<file path="config.mk">
export PLATFORM = sky130hd
export DESIGN_NAME = ppm_frame_ctrl
export DESIGN_NICKNAME = d
export VERILOG_FILES = /design/src/rtl/ppm_frame_ctrl.sv
export SDC_FILE = /design/constraint.sdc
export NUM_CORES = 1
export LEC_CHECK = 0
export ABC_AREA = 1
export CELL_PAD_IN_SITES_DETAIL_PLACEMENT = 1
export CELL_PAD_IN_SITES_GLOBAL_PLACEMENT = 1
export CORE_MARGIN = 2
export CORE_UTILIZATION = 47
export DETAILED_ROUTE_END_ITERATION = 12
export HOLD_SLACK_MARGIN = 0.15
export PLACE_DENSITY_LB_ADDON = 0.1
export SLEW_MARGIN = 20
export SYNTH_ARGS = -nofsm -noshare
export SYNTH_HDL_FRONTEND = slang
export SYNTH_SLANG_ARGS = --single-unit
</file>
<file path="constraint.sdc">
create_clock -name clk16 -period 6 [get_ports clk16]
set_clock_uncertainty 0.2 [all_clocks]
set_input_delay 0.9 -clock clk16 [delete_from_list [all_inputs] [get_ports clk16]]
set_output_delay 0.9 -clock clk16 [all_outputs]
set_load 0.1 [all_outputs]
</file>
<file path="src/rtl/ppm_frame_ctrl.sv">
// ppm_frame_ctrl: frame-level sequencer for the PPM receive path.
//
// Sits between the preamble detector, the 2-bit symbol demodulator and the
// 4-symbol byte assembler. A detected preamble realigns the assembler and
// opens the symbol gate. Byte 0 of a frame is the payload length. That many
// payload bytes are then pushed into a small valid/ready output FIFO. Each
// frame ends with a one-cycle done or error pulse.
//
// Ports:
//   clk16          receiver clock, 16x symbol-slot rate
//   rst_n          asynchronous active-low reset
//   sync_det_i     one-cycle pulse: preamble found
//   sym_pulse_i    one-cycle pulse: a 2-bit symbol has been decided
//   sym_err_i      erasure flag, qualified by sym_pulse_i
//   sym_en_o       symbol gate; assembler strobe = sym_pulse & sym_en
//   asm_clr_n_o    registered active-low assembler clear
//   byte_rdy_i     assembler byte-complete level
//   byte_in_i      assembled byte
//   m_data_o       FIFO head byte (0 while empty)
//   m_valid_o      FIFO not empty
//   m_ready_i      downstream accept
//   frame_busy_o   high while aligning or receiving header/payload
//   frame_len_o    latched header length
//   frame_done_o   one-cycle pulse: frame completed
//   frame_err_o    one-cycle pulse: frame aborted
//   err_code_o     latched abort cause: 01 timeout, 10 erasure,
//                  11 bad length or FIFO overflow

module ppm_frame_ctrl #(
    parameter int unsigned TIMEOUT_CYC = 64,
    parameter int unsigned MAX_LEN     = 32,
    parameter int unsigned FIFO_DEPTH  = 4
) (
    input  logic       clk16,
    input  logic       rst_n,
    input  logic       sync_det_i,
    input  logic       sym_pulse_i,
    input  logic       sym_err_i,
    output logic       sym_en_o,
    output logic       asm_clr_n_o,
    input  logic       byte_rdy_i,
    input  logic [7:0] byte_in_i,
    output logic [7:0] m_data_o,
    output logic       m_valid_o,
    input  logic       m_ready_i,
    output logic       frame_busy_o,
    output logic [7:0] frame_len_o,
    output logic       frame_done_o,
    output logic       frame_err_o,
    output logic [1:0] err_code_o
);

    localparam int unsigned PtrW = $clog2(FIFO_DEPTH);
    localparam int unsigned TmoW = (TIMEOUT_CYC > 2) ? $clog2(TIMEOUT_CYC) : 1;

    // The timeout matures in the cycle the counter would step onto
    // TIMEOUT_CYC-1, i.e. when the current count is TIMEOUT_CYC-2.
    localparam logic [TmoW-1:0] TmoLast = TmoW'(TIMEOUT_CYC - 2);
    localparam logic [7:0]      MaxLen  = 8'(MAX_LEN);

    localparam logic [1:0] ErrTmo = 2'b01;
    localparam logic [1:0] ErrSym = 2'b10;
    localparam logic [1:0] ErrLen = 2'b11;

    typedef enum logic [2:0] {
        StIdle,
        StAlign,
        StHdr,
        StPay,
        StDone,
        StErr
    } state_e;

    // ------------------------------------------------------------------
    // State and registered outputs
    // ------------------------------------------------------------------
    state_e          state_q, state_d;
    logic [TmoW-1:0] tmo_q, tmo_d;
    logic [7:0]      rem_q, rem_d;
    logic [7:0]      frame_len_q, frame_len_d;
    logic [1:0]      err_code_q, err_code_d;
    logic            byte_rdy_q;
    logic            sym_en_q, sym_en_d;
    logic            asm_clr_n_q, asm_clr_n_d;
    logic            frame_busy_q, frame_busy_d;
    logic            frame_done_q, frame_done_d;
    logic            frame_err_q, frame_err_d;

    // ------------------------------------------------------------------
    // FIFO
    // ------------------------------------------------------------------
    logic [7:0]    fifo_mem [FIFO_DEPTH];
    logic [PtrW:0] wr_q, rd_q;
    logic          fifo_empty, fifo_full;
    logic          push, pop;

    // ------------------------------------------------------------------
    // Event decode
    // ------------------------------------------------------------------
    logic byte_stb;
    logic erasure;
    logic tmo_hit;
    logic bad_len;
    logic ovf;
    logic abort;
    logic [1:0] abort_code;

    assign byte_stb = byte_rdy_i & ~byte_rdy_q;
    assign erasure  = sym_pulse_i & sym_err_i;
    assign tmo_hit  = ~sym_pulse_i & (tmo_q == TmoLast);
    assign bad_len  = (byte_in_i == 8'd0) || (byte_in_i > MaxLen);

    assign fifo_empty = (wr_q == rd_q);
    assign fifo_full  = (wr_q[PtrW] != rd_q[PtrW]) &&
                        (wr_q[PtrW-1:0] == rd_q[PtrW-1:0]);
    assign pop        = ~fifo_empty & m_ready_i;
    assign ovf        = byte_stb & fifo_full & ~pop;

    // ------------------------------------------------------------------
    // Next-state logic
    // ------------------------------------------------------------------
    always_comb begin
        state_d     = state_q;
        tmo_d       = tmo_q;
        rem_d       = rem_q;
        frame_len_d = frame_len_q;
        err_code_d  = err_code_q;
        push        = 1'b0;
        abort       = 1'b0;
        abort_code  = ErrLen;

        unique case (state_q)
            StIdle: begin
                if (sync_det_i) begin
                    state_d = StAlign;
                end
            end

            StAlign: begin
                tmo_d   = '0;
                state_d = StHdr;
            end

            StHdr: begin
                tmo_d = sym_pulse_i ? '0 : tmo_q + 1'b1;
                if (erasure) begin
                    abort      = 1'b1;
                    abort_code = ErrSym;
                end else if (byte_stb && bad_len) begin
                    frame_len_d = byte_in_i;
                    abort       = 1'b1;
                    abort_code  = ErrLen;
                end else if (tmo_hit) begin
                    abort      = 1'b1;
                    abort_code = ErrTmo;
                end else if (byte_stb) begin
                    frame_len_d = byte_in_i;
                    rem_d       = byte_in_i;
                    state_d     = StPay;
                end
            end

            StPay: begin
                tmo_d = sym_pulse_i ? '0 : tmo_q + 1'b1;
                if (erasure) begin
                    abort      = 1'b1;
                    abort_code = ErrSym;
                end else if (ovf) begin
                    // Byte is dropped; whatever is already queued stays.
                    abort      = 1'b1;
                    abort_code = ErrLen;
                end else if (tmo_hit) begin
                    abort      = 1'b1;
                    abort_code = ErrTmo;
                end else if (byte_stb) begin
                    push  = 1'b1;
                    rem_d = rem_q - 1'b1;
                    if (rem_q == 8'd1) begin
                        state_d = StDone;
                    end
                end
            end

            StDone: begin
                state_d = StIdle;
            end

            StErr: begin
                state_d = StIdle;
            end

            default: begin
                state_d = StIdle;
            end
        endcase

        if (abort) begin
            state_d    = StErr;
            err_code_d = abort_code;
        end

        // Output registers follow the state being entered, so they line up
        // exactly with the state they describe.
        sym_en_d     = (state_d == StHdr) || (state_d == StPay);
        asm_clr_n_d  = (state_d != StAlign);
        frame_busy_d = (state_d == StAlign) || (state_d == StHdr) || (state_d == StPay);
        frame_done_d = (state_d == StDone);
        frame_err_d  = (state_d == StErr);
    end

    // ------------------------------------------------------------------
    // Sequencer registers
    // ------------------------------------------------------------------
    always_ff @(posedge clk16 or negedge rst_n) begin
        if (!rst_n) begin
            state_q      <= StIdle;
            tmo_q        <= '0;
            rem_q        <= 8'd0;
            frame_len_q  <= 8'd0;
            err_code_q   <= 2'b00;
            byte_rdy_q   <= 1'b0;
            sym_en_q     <= 1'b0;
            asm_clr_n_q  <= 1'b1;
            frame_busy_q <= 1'b0;
            frame_done_q <= 1'b0;
            frame_err_q  <= 1'b0;
        end else begin
            state_q      <= state_d;
            tmo_q        <= tmo_d;
            rem_q        <= rem_d;
            frame_len_q  <= frame_len_d;
            err_code_q   <= err_code_d;
            byte_rdy_q   <= byte_rdy_i;
            sym_en_q     <= sym_en_d;
            asm_clr_n_q  <= asm_clr_n_d;
            frame_busy_q <= frame_busy_d;
            frame_done_q <= frame_done_d;
            frame_err_q  <= frame_err_d;
        end
    end

    // ------------------------------------------------------------------
    // FIFO storage and pointers
    // ------------------------------------------------------------------
    // When full, a simultaneous push overwrites the head slot that is
    // being popped in the same cycle, which is safe because the read is
    // combinational.
    always_ff @(posedge clk16) begin
        if (push) begin
            fifo_mem[wr_q[PtrW-1:0]] <= byte_in_i;
        end
    end

    always_ff @(posedge clk16 or negedge rst_n) begin
        if (!rst_n) begin
            wr_q <= '0;
            rd_q <= '0;
        end else begin
            if (push) begin
                wr_q <= wr_q + 1'b1;
            end
            if (pop) begin
                rd_q <= rd_q + 1'b1;
            end
        end
    end

    // ------------------------------------------------------------------
    // Outputs
    // ------------------------------------------------------------------
    // An erasure closes the gate in the same cycle so the bad symbol never
    // reaches the assembler.
    assign sym_en_o     = sym_en_q & ~erasure;
    assign asm_clr_n_o  = asm_clr_n_q;
    assign m_valid_o    = ~fifo_empty;
    assign m_data_o     = fifo_empty ? 8'h00 : fifo_mem[rd_q[PtrW-1:0]];
    assign frame_busy_o = frame_busy_q;
    assign frame_len_o  = frame_len_q;
    assign frame_done_o = frame_done_q;
    assign frame_err_o  = frame_err_q;
    assign err_code_o   = err_code_q;

endmodule

</file>
==> flow_summary.ini <==
[clocking]
post_cts_buffers = 0
cts_tree = done
cts_max_level = 3
cts_buffers = 9
cts_sinks = 71
clockRootBuffer = clkbuf_8
post_cts_resized = 0
clock_latency_ps = 340
clkTransAtPathRegs_ps = 80
ctsHoldBuffers = 0
clockBufferDepth = 2

[job]
cap_violations = 0

[sta]
tightest_slew_ps = 997.6
finalMaxSlewViolations = 0
rsz0062_at_grt = no
fin_crit_sh = 0.7094
setup_tns_ps = 0
finalHoldViolCount = 0
relSlewSlack = 0.3329
fin_crit_ps = 4256
fmax_ghz = 0.2349
setup_viol = 0

[die]
initial_core_util = 0.4847
die_y_um = 90.49
die_w_um = 90.49
coreArea_sq_um = 7253
pin_count = 39
rows = 31
dieArea_sq_um = 8188

[outcome]
status = complete, no violations

[worst_setup_path]
startpoint_type = register
critPathMaxFanout = 19
crit_arrival_ps = 3160
crit_type = register to primary output
endpoint_kind = primary output
crit_required_ps = 4900
reg2regPathDepth = 4

[synthesis]
synth_enable_flop_cells = 32
yosysSeqAreaShare = 0.5512
synth_nets = 395
yosysWarnings = 0
synth_seq_cells = 71
synth_area_sq_um = 3516
netlist-cell-type-count = 36
avgSynthCellArea_sq_um = 9.477
synthArstFlopShare = 0.5493
synth_flop_cell = dfrtp_1
syn_inst = 371

[routing]
avgRoutedWirePerCell_um = 15.98
drt_pass1_iterations = 4
vias_per_cell = 5.060
ant_nets = 0
drtIter0Drc = 113
wl_mm = 8.229
drc_errors = 0
vias = 2606

[cells_and_area]
fillers = 834
final_nets = 435
drive_gt1_frac = 0.1322
insertedDiodeCount = 0
finish.instance_area_sq_um = 4139
syn_to_final_growth_pct = 17.72

[global_route]
grt_remaining_overflow = 0
antenna_found_initial = 0
grt_pass1_wl_mm = 14.19
grt_max_degree = 40
grt_pass1_vias = 2917
grt_util_all_layers = 0.2208

[place]
place_congestion = 0.8186
portBuffers = 38
dp_hpwl_mm = 5.676
placed_cell_area_sq_um = 3934

[worst_hold_path]
min_path_cells = 1
hold_class = register to register
## synthesized netlist by cell type, drive strengths merged, types with 2 or more instances
library cell	n	area (sq um)
a21oi	12	86.33
inv	57	214.0
ha	9	112.6
o21ai	44	224.0
nand2	64	260.3
nand3	18	120.1
xor2	6	67.56
nor2	58	262.8
edfxtp	32	960.9
nor3	3	15.01
xnor2	2	17.52
buf	8	77.57
dfrtp	38	950.9
o22ai	12	75.07
## final timing paths
path,startpoint,slack [ps],to
worst max-delay path,rd_q[0],1740,m_data_o[3]
worst min-delay path,tmo_q[2],290,tmo_q[2]
worst max register to register,state_q[0],3330,fifo_mem[1][7]
worst min register to register,tmo_q[2],290,tmo_q[2]
max in group asynchronous,rst_n,4530,tmo_q[3]
min in group asynchronous,rst_n,480,sym_en_q
## worst max-delay path, stage by stage, from the launching register on
cell             delay (ps)
dfrtp_1                 640
inv_1                   520
o21ai_0                 180
o22ai_1                 160
nand2_1                  90
inv_1                    70
clkdlybuf4s50_1        1140
## routing by layer
| metal | vias up | part of all wire | GRT usage | wire length, um |
|---|---|---|---|---|
| li1 | 1285 | - | - | - |
| met1 | 1268 | 0.45 | 0.2794 | 3699 |
| met2 | 41 | 0.51 | 0.3806 | 4207 |
| met3 | 12 | 0.023 | 0.03589 | 193 |
| met4 | 0 | 0.016 | 0.08333 | 129 |
| met5 | - | 0 | 0 | 0 |
## cell families (layout without fill, tap and decap cells)
| family | count (synthesis) | in the layout | synth area share |
|---|---|---|---|
| AOI/OAI and AO/OA | 71 | 71 | 0.1157 |
| xor gates and xnor gates | 8 | 8 | 0.02420 |
| adders and majority gates | 9 | 9 | 0.03203 |
| buffers and inverters | 66 | 111 | 0.08398 |
| DFF | 71 | 71 | 0.5512 |
| and+or+nand+nor | 146 | 146 | 0.1929 |
## cell type report
type                            count  area, sq um  area share
Sequential cell                    71         1938      0.4683
Multi-Input combinational cell    234         1282      0.3099
Timing Repair Buffer               38        375.4     0.09069
Inverter                           57        214.0     0.05169
Clock buffer                        9        123.9     0.02993
Tap cell                           99        123.9     0.02993
Clock inverter                      7        81.33     0.01965
## cells in the final DEF, fill, tap and decap left out
master / n
o211ai_1: 1
nand2_1: 58
xnor2_1: 2
edfxtp_1: 32
o21a_1: 1
o21ai_2: 1
inv_1: 52
a21oi_1: 5
nand2_2: 5
nor2_4: 3
nand3_4: 2
nor2_2: 9
o21ai_0: 35
or2_2: 1
nor3b_1: 1
nand4_1: 1
a31oi_1: 1
inv_6: 2
o21ai_1: 8
a21oi_2: 7
ha_1: 9
bufinv_16: 1
buf_2: 1
nor3_1: 3
clkbuf_8: 9
xor2_1: 4
dfrtp_1: 38
inv_2: 5
nand3_1: 15
nor2_1: 46
xor2_2: 2
nand2_4: 1
o22ai_1: 12
clkinvlp_4: 1
nand3_2: 1
dfstp_2: 1
clkdlybuf4s50_1: 37
clkinv_4: 3
## registers in the layout, indices dropped and copies added (netlist names)
| register | flops |
|---|---|
| err_code_o | 2 |
| sym_en_q | 1 |
| frame_err_o | 1 |
| state_q | 3 |
| wr_q | 3 |
| rem_q | 8 |
| rd_q | 3 |
| fifo_mem | 32 |
| asm_clr_n_o | 1 |
| frame_done_o | 1 |
| byte_rdy_q | 1 |
| frame_len_o | 8 |
| frame_busy_o | 1 |
| tmo_q | 6 |
## through the flow
stage          cells  hold WS, ps  worst slack [ps]  utilization
6_report         515        293.6              1744       0.5706
5_1_grt          515        322.8              1506       0.5706
4_1_cts          515        293.3              1729       0.5706
3_5_place_dp     499        277.8              2121       0.5423
3_3_place_gp     499        273.9              2126       0.5423
2_1_floorplan    371        247.3              2601            -
Power is not shown: default switching activity piles up to over one toggle a cycle in this logic, so the estimate is an artifact.
